### config.mk
export PLATFORM = sky130hd
export DESIGN_NAME = instr_fetch_buffer
export DESIGN_NICKNAME = d
export VERILOG_FILES = /design/src/rtl/fetch_pkg.sv /design/src/rtl/fetch_fifo.sv /design/src/rtl/instr_fetch_buffer.sv
export SDC_FILE = /design/constraint.sdc
export NUM_CORES = 1
export LEC_CHECK = 0
export ABC_CLOCK_PERIOD_IN_PS = 18000
export CAP_MARGIN = 25
export CELL_PAD_IN_SITES_DETAIL_PLACEMENT = 0
export CELL_PAD_IN_SITES_GLOBAL_PLACEMENT = 1
export CORE_UTILIZATION = 40
export CTS_CLUSTER_SIZE = 12
export DETAILED_ROUTE_END_ITERATION = 7
export DONT_BUFFER_PORTS = 1
export PLACE_DENSITY_LB_ADDON = 0.15
export SYNTH_ARGS = -nofsm -noshare
export SYNTH_HDL_FRONTEND = slang
export SYNTH_HIERARCHICAL = 1
export SYNTH_SLANG_ARGS = --single-unit
### constraint.sdc
create_clock -name clk -period 18 [get_ports clk]
set_input_delay 1.8 -clock clk [delete_from_list [all_inputs] [get_ports clk]]
set_output_delay 1.8 -clock clk [all_outputs]
set_load 0.01 [all_outputs]
### src/rtl/fetch_pkg.sv
// Shared types for the instruction fetch buffer: FSM states,
// the buffered entry layout and the default datapath width.
package fetch_pkg;

    localparam int FETCH_DW = 32;

    typedef enum logic [1:0] {
        S_RESET = 2'd0,
        S_RUN   = 2'd1,
        S_FLUSH = 2'd2
    } fetch_state_t;

    typedef struct packed {
        logic [FETCH_DW-1:0] pc;
        logic [FETCH_DW-1:0] instr;
    } fetch_entry_t;

endpackage

### src/rtl/fetch_fifo.sv
// Circular buffer of fetch entries with push, pop and clear.
// Ports: clk_i, rst_ni, clear_i, push_i, pop_i, wdata_i -> rdata_o (head), count_o.
module fetch_fifo
    import fetch_pkg::*;
#(
    parameter int DEPTH = 2,
    localparam int PW = $clog2(DEPTH),
    localparam int CW = PW + 1
) (
    input  logic         clk_i,
    input  logic         rst_ni,
    input  logic         clear_i,
    input  logic         push_i,
    input  logic         pop_i,
    input  fetch_entry_t wdata_i,
    output fetch_entry_t rdata_o,
    output logic [CW-1:0] count_o
);

    fetch_entry_t  mem_q [DEPTH];
    logic [PW-1:0] wr_q, wr_d;
    logic [PW-1:0] rd_q, rd_d;
    logic [CW-1:0] cnt_q, cnt_d;

    // DEPTH is a power of two, so pointer overflow is the wrap.
    always_comb begin
        wr_d  = wr_q;
        rd_d  = rd_q;
        cnt_d = cnt_q;
        if (clear_i) begin
            wr_d  = '0;
            rd_d  = '0;
            cnt_d = '0;
        end else begin
            if (push_i) wr_d = wr_q + 1'b1;
            if (pop_i)  rd_d = rd_q + 1'b1;
            case ({push_i, pop_i})
                2'b10:   cnt_d = cnt_q + 1'b1;
                2'b01:   cnt_d = cnt_q - 1'b1;
                default: cnt_d = cnt_q;
            endcase
        end
    end

    always_ff @(posedge clk_i or negedge rst_ni) begin
        if (!rst_ni) begin
            wr_q  <= '0;
            rd_q  <= '0;
            cnt_q <= '0;
        end else begin
            wr_q  <= wr_d;
            rd_q  <= rd_d;
            cnt_q <= cnt_d;
        end
    end

    always_ff @(posedge clk_i) begin
        if (push_i && !clear_i) mem_q[wr_q] <= wdata_i;
    end

    assign rdata_o = mem_q[rd_q];
    assign count_o = cnt_q;

endmodule

### src/rtl/instr_fetch_buffer.sv
// Fetch stage: issues imem reads at pc_in, queues returned instructions with
// their PC and hands them to decode under valid/ready; flush drops wrong-path work.
// Ports: clk, rst (async, active-low), pc_in, flush, pc_advance, imem_rd_en,
// imem_addr, imem_rdata, dec_valid, dec_ready, dec_instr, dec_pc.
module instr_fetch_buffer
    import fetch_pkg::*;
#(
    parameter int DATA_WIDTH = FETCH_DW,
    parameter int DEPTH      = 2
) (
    input  logic                  clk,
    input  logic                  rst,
    input  logic [DATA_WIDTH-1:0] pc_in,
    input  logic                  flush,
    output logic                  pc_advance,
    output logic                  imem_rd_en,
    output logic [DATA_WIDTH-1:0] imem_addr,
    input  logic [DATA_WIDTH-1:0] imem_rdata,
    output logic                  dec_valid,
    input  logic                  dec_ready,
    output logic [DATA_WIDTH-1:0] dec_instr,
    output logic [DATA_WIDTH-1:0] dec_pc
);

    localparam int CW = $clog2(DEPTH) + 1;

    fetch_state_t          state_q, state_d;
    logic                  inflight_q, inflight_d;
    logic [DATA_WIDTH-1:0] pc_q, pc_d;

    logic [CW-1:0] count;
    logic [CW:0]   occ;
    logic          push;
    logic          pop;
    fetch_entry_t  wentry;
    fetch_entry_t  hentry;

    assign dec_valid = (count != '0) & ~flush;
    assign pop       = dec_valid & dec_ready;

    // Entries the buffer will hold after this edge, counting the
    // read still on its way back from memory.
    assign occ = {1'b0, count} + (CW+1)'(inflight_q) - (CW+1)'(pop);

    assign imem_rd_en = (state_q != S_RESET) & ~flush
                      & (occ < (CW+1)'(DEPTH));
    assign pc_advance = imem_rd_en;
    assign imem_addr  = pc_in;

    // Data returning in the flush-recovery cycle belongs to the old path.
    assign push = inflight_q & ~flush & (state_q != S_FLUSH);

    always_comb begin
        state_d    = state_q;
        inflight_d = imem_rd_en;
        pc_d       = imem_rd_en ? pc_in : pc_q;
        unique case (state_q)
            S_RESET: state_d = S_RUN;
            S_RUN:   state_d = flush ? S_FLUSH : S_RUN;
            S_FLUSH: state_d = flush ? S_FLUSH : S_RUN;
            default: state_d = S_RESET;
        endcase
    end

    always_ff @(posedge clk or negedge rst) begin
        if (!rst) begin
            state_q    <= S_RESET;
            inflight_q <= 1'b0;
            pc_q       <= '0;
        end else begin
            state_q    <= state_d;
            inflight_q <= inflight_d;
            pc_q       <= pc_d;
        end
    end

    assign wentry.pc    = FETCH_DW'(pc_q);
    assign wentry.instr = FETCH_DW'(imem_rdata);

    fetch_fifo #(.DEPTH(DEPTH)) u_fifo (
        .clk_i   (clk),
        .rst_ni  (rst),
        .clear_i (flush),
        .push_i  (push),
        .pop_i   (pop),
        .wdata_i (wentry),
        .rdata_o (hentry),
        .count_o (count)
    );

    assign dec_pc    = DATA_WIDTH'(hentry.pc);
    assign dec_instr = DATA_WIDTH'(hentry.instr);

endmodule
==> metrics.yaml <==
critPathKind: "in -> out"
mostFrequentLayoutCells: "128 x edfxtp_1, 79 x mux2_4, 38 x dfrtp_1, 17 x mux2_2, 17 x clkbuf_16"
r2r-end: "pc_q[6]"
seqPwrFrac: 0.485
critical_path_required_ps: 16200
maxSlewHeadroom: 0.389
cp_max_fo: 11
clkSinkCount: 167
grt_first_pass_wirelength_um: 16500
layout.nets: 395
ant_nets: 0
synth_area_um2: 6810
ys_seq_area_frac: 0.708
ys_ff_latch: 167
avgSynthCellArea_um2: 19.9
power.share.clock: 0.339
cap_violations: 0
fill_cells: 1466
ios: 167
combPwrFrac: 0.176
syn_inst: 342
placement.io_buffers: 0
worstSetupStartpointType: "input pin"
hpwlAfterDp_um: 6350
finalCoreUtilization: 0.447
worst_slew_pin_slew_ps: 916
postCtsSetupRepairBufs: 0
synth_top_area_frac: 0.564
die_w_um: 132
synth_cell_types: 22
status: "completed"
met1_usage: 0.156
root_buffer: "clkbuf_16"
dieArea_um2: 17500
dr_total_vias: 2664
place_inst: 523
stdcell_area_um2: 7410
rsz0062_at_grt: "no"
cts_tree: "yes"
grt_antenna_before_repair: 1
layout_min_cycle_time_ps: 5340
r2r-start: "u_fifo/count_o[1]"
place_area_um2: 6790
seqCellArea_um2: 4820
cts_htree_levels: 4
min_path_cells: 0
initial_utilization: 0.411
worstHoldStart: "pc_q[7]"
cellLeakagePower_nw: 2.73
power.switching_mw: 0.266
wl_per_cell_um: 19.2
multi_input_area_um2: 1630
cts_resized: 0
syn2layout_area_growth_pct: 8.88
setup_viol: 0
grt_max_degree: 65
fin_setup_tns_ps: 0
hold_buffers: 0
cts_made_buffers: 17
clock_latency_ps: 410
use_met2: 0.192
viasPerCell: 4.79
whs_ps: 467
crit_path_end_kind: "primary output"
cp_slowest_cell: "fa_1"
row_count: 47
drive_gt1_frac: 0.403
yosys_warnings: 6
clkTransAtPathRegs_ps: 60
dr.pass1.iters: 4
ff2ff_path_depth: 10
core_um2: 16600
intPower_mw: 0.848
use_met3: 0.0640
p_per_area_nw_per_um2: 150
grt-ovfl-total: 0
slew_violations: 0
post-route-period-util: 0.297
skew_ps: 7.57
timing_hold_violations_final: 0
r2r_slack_ps: 14910
track_usage: 0.129
die_h_um: 132
grt_pass1_vias: 2833
syn-num-nets: 415
cp_slowest_stage_delay_ps: 380
hold_class: "reg -> reg"
switching_share: 0.239
hold_end: "u_fifo/mem_q[0][39]"
fin_cells: 556
clock_path_buffers: 2
yosysTopAreaCell: "edfxtp_1"
busiest_layer: "met2"
drt_wl_total_um: 10700
gp_congestion: 0.684
ir_drop_mv: 0.114
final_common_cell: "edfxtp_1"
crit_chain: "nor2_1, and2_1, ha_1, nand2b_1, fa_1, xnor2_1, nand3_2, inv_1"
cp.arrival_ps: 3540
fmax_ghz: 0.187
synth_area_leaders: "edfxtp_1 56%, mux2_4 17%, dfrtp_1 14%, buf_4 3.6%, mux2_2 2.8%"
drc: 0
drtIter0Drc: 112
cell usage after synthesis, drive strengths merged:
| library cell | n |
|---|---|
| inv | 5 |
| nor3b | 4 |
| buf | 43 |
| o21ai | 1 |
| and3b | 2 |
| edfxtp | 128 |
| and2 | 3 |
| nand2b | 1 |
| ha | 4 |
| xor2 | 1 |
| xnor2 | 3 |
| nor3 | 2 |
| mux2 | 96 |
| dfrtp | 39 |
| nor2 | 7 |
| a21oi | 1 |
| nand3 | 1 |
| fa | 1 |
final cells by class:
type | instances | area share
Clock inverter | 15 | 0.0270
Timing Repair Buffer | 4 | 0.00574
Multi-Input combinational cell | 127 | 0.219
Antenna cell | 1 | 0.000338
Sequential cell | 167 | 0.651
Tap cell | 220 | 0.0371
Clock buffer | 17 | 0.0574
Inverter | 5 | 0.00253
kinds of logic after synthesis:
| group | share of synthesized area |
|---|---|
| fa+ha+maj | 0.0103 |
| flops | 0.708 |
| compound gates | 0.00147 |
| mux | 0.202 |
| simple gates | 0.0182 |
| xor+xnor | 0.00515 |
| buf+inv | 0.0548 |
power by group through the flow:
stage / Sequential (mW) / Clock, mW / Combinational (mW)
floorplan: 0.534 / 0 / 0.193
global placement: 0.544 / 0 / 0.198
detailed placement: 0.549 / 0 / 0.199
CTS: 0.541 / 0.389 / 0.201
global route: 0.548 / 0.404 / 0.212
finish: 0.540 / 0.378 / 0.196
routing by layer:
layer	routed length [µm]	share of wire	vias up
li1	-	-	1196
met5	0	0	-
met2	5000	0.47	97
met4	171	0.016	0
met1	4510	0.42	1360
met3	987	0.093	11
how the worst max path moves through the flow:
stage               slack, ps   from            endpoint  cells past startpoint
finish                  12660  flush          imem_rd_en                      8
global route            12500  flush          pc_advance                      8
CTS                     12630  flush          imem_rd_en                      8
detailed placement      12630  flush          imem_rd_en                      8
global placement        12690  flush          imem_rd_en                      8
floorplan               10360  flush  u_fifo/mem_q[0][0]                      2
critical path: cells and delay by family:
family	cells	cell delay [ps]
simple gates	4	740
fa+ha+maj	2	640
xor+xnor	1	180
buf+inv	1	180
flip-flops by register name, summed over array words and instances, names as in the netlist:
register,count
u_fifo/mem_q,128
pc_q,32
state_q,2
u_fifo/count_o,2
inflight_q,1
u_fifo/rd_q,1
u_fifo/wr_q,1
stage by stage:
| step | total power [mW] | setup WS, ps |
|---|---|---|
| 6_report | 1.11 | 12660 |
| 5_1_grt | 1.16 | 12500 |
| 4_1_cts | 1.13 | 12630 |
| 3_5_place_dp | 0.748 | 12630 |
| 3_3_place_gp | 0.742 | 12690 |
| 2_1_floorplan | 0.727 | 10360 |
(Power assumes the default switching activity.)
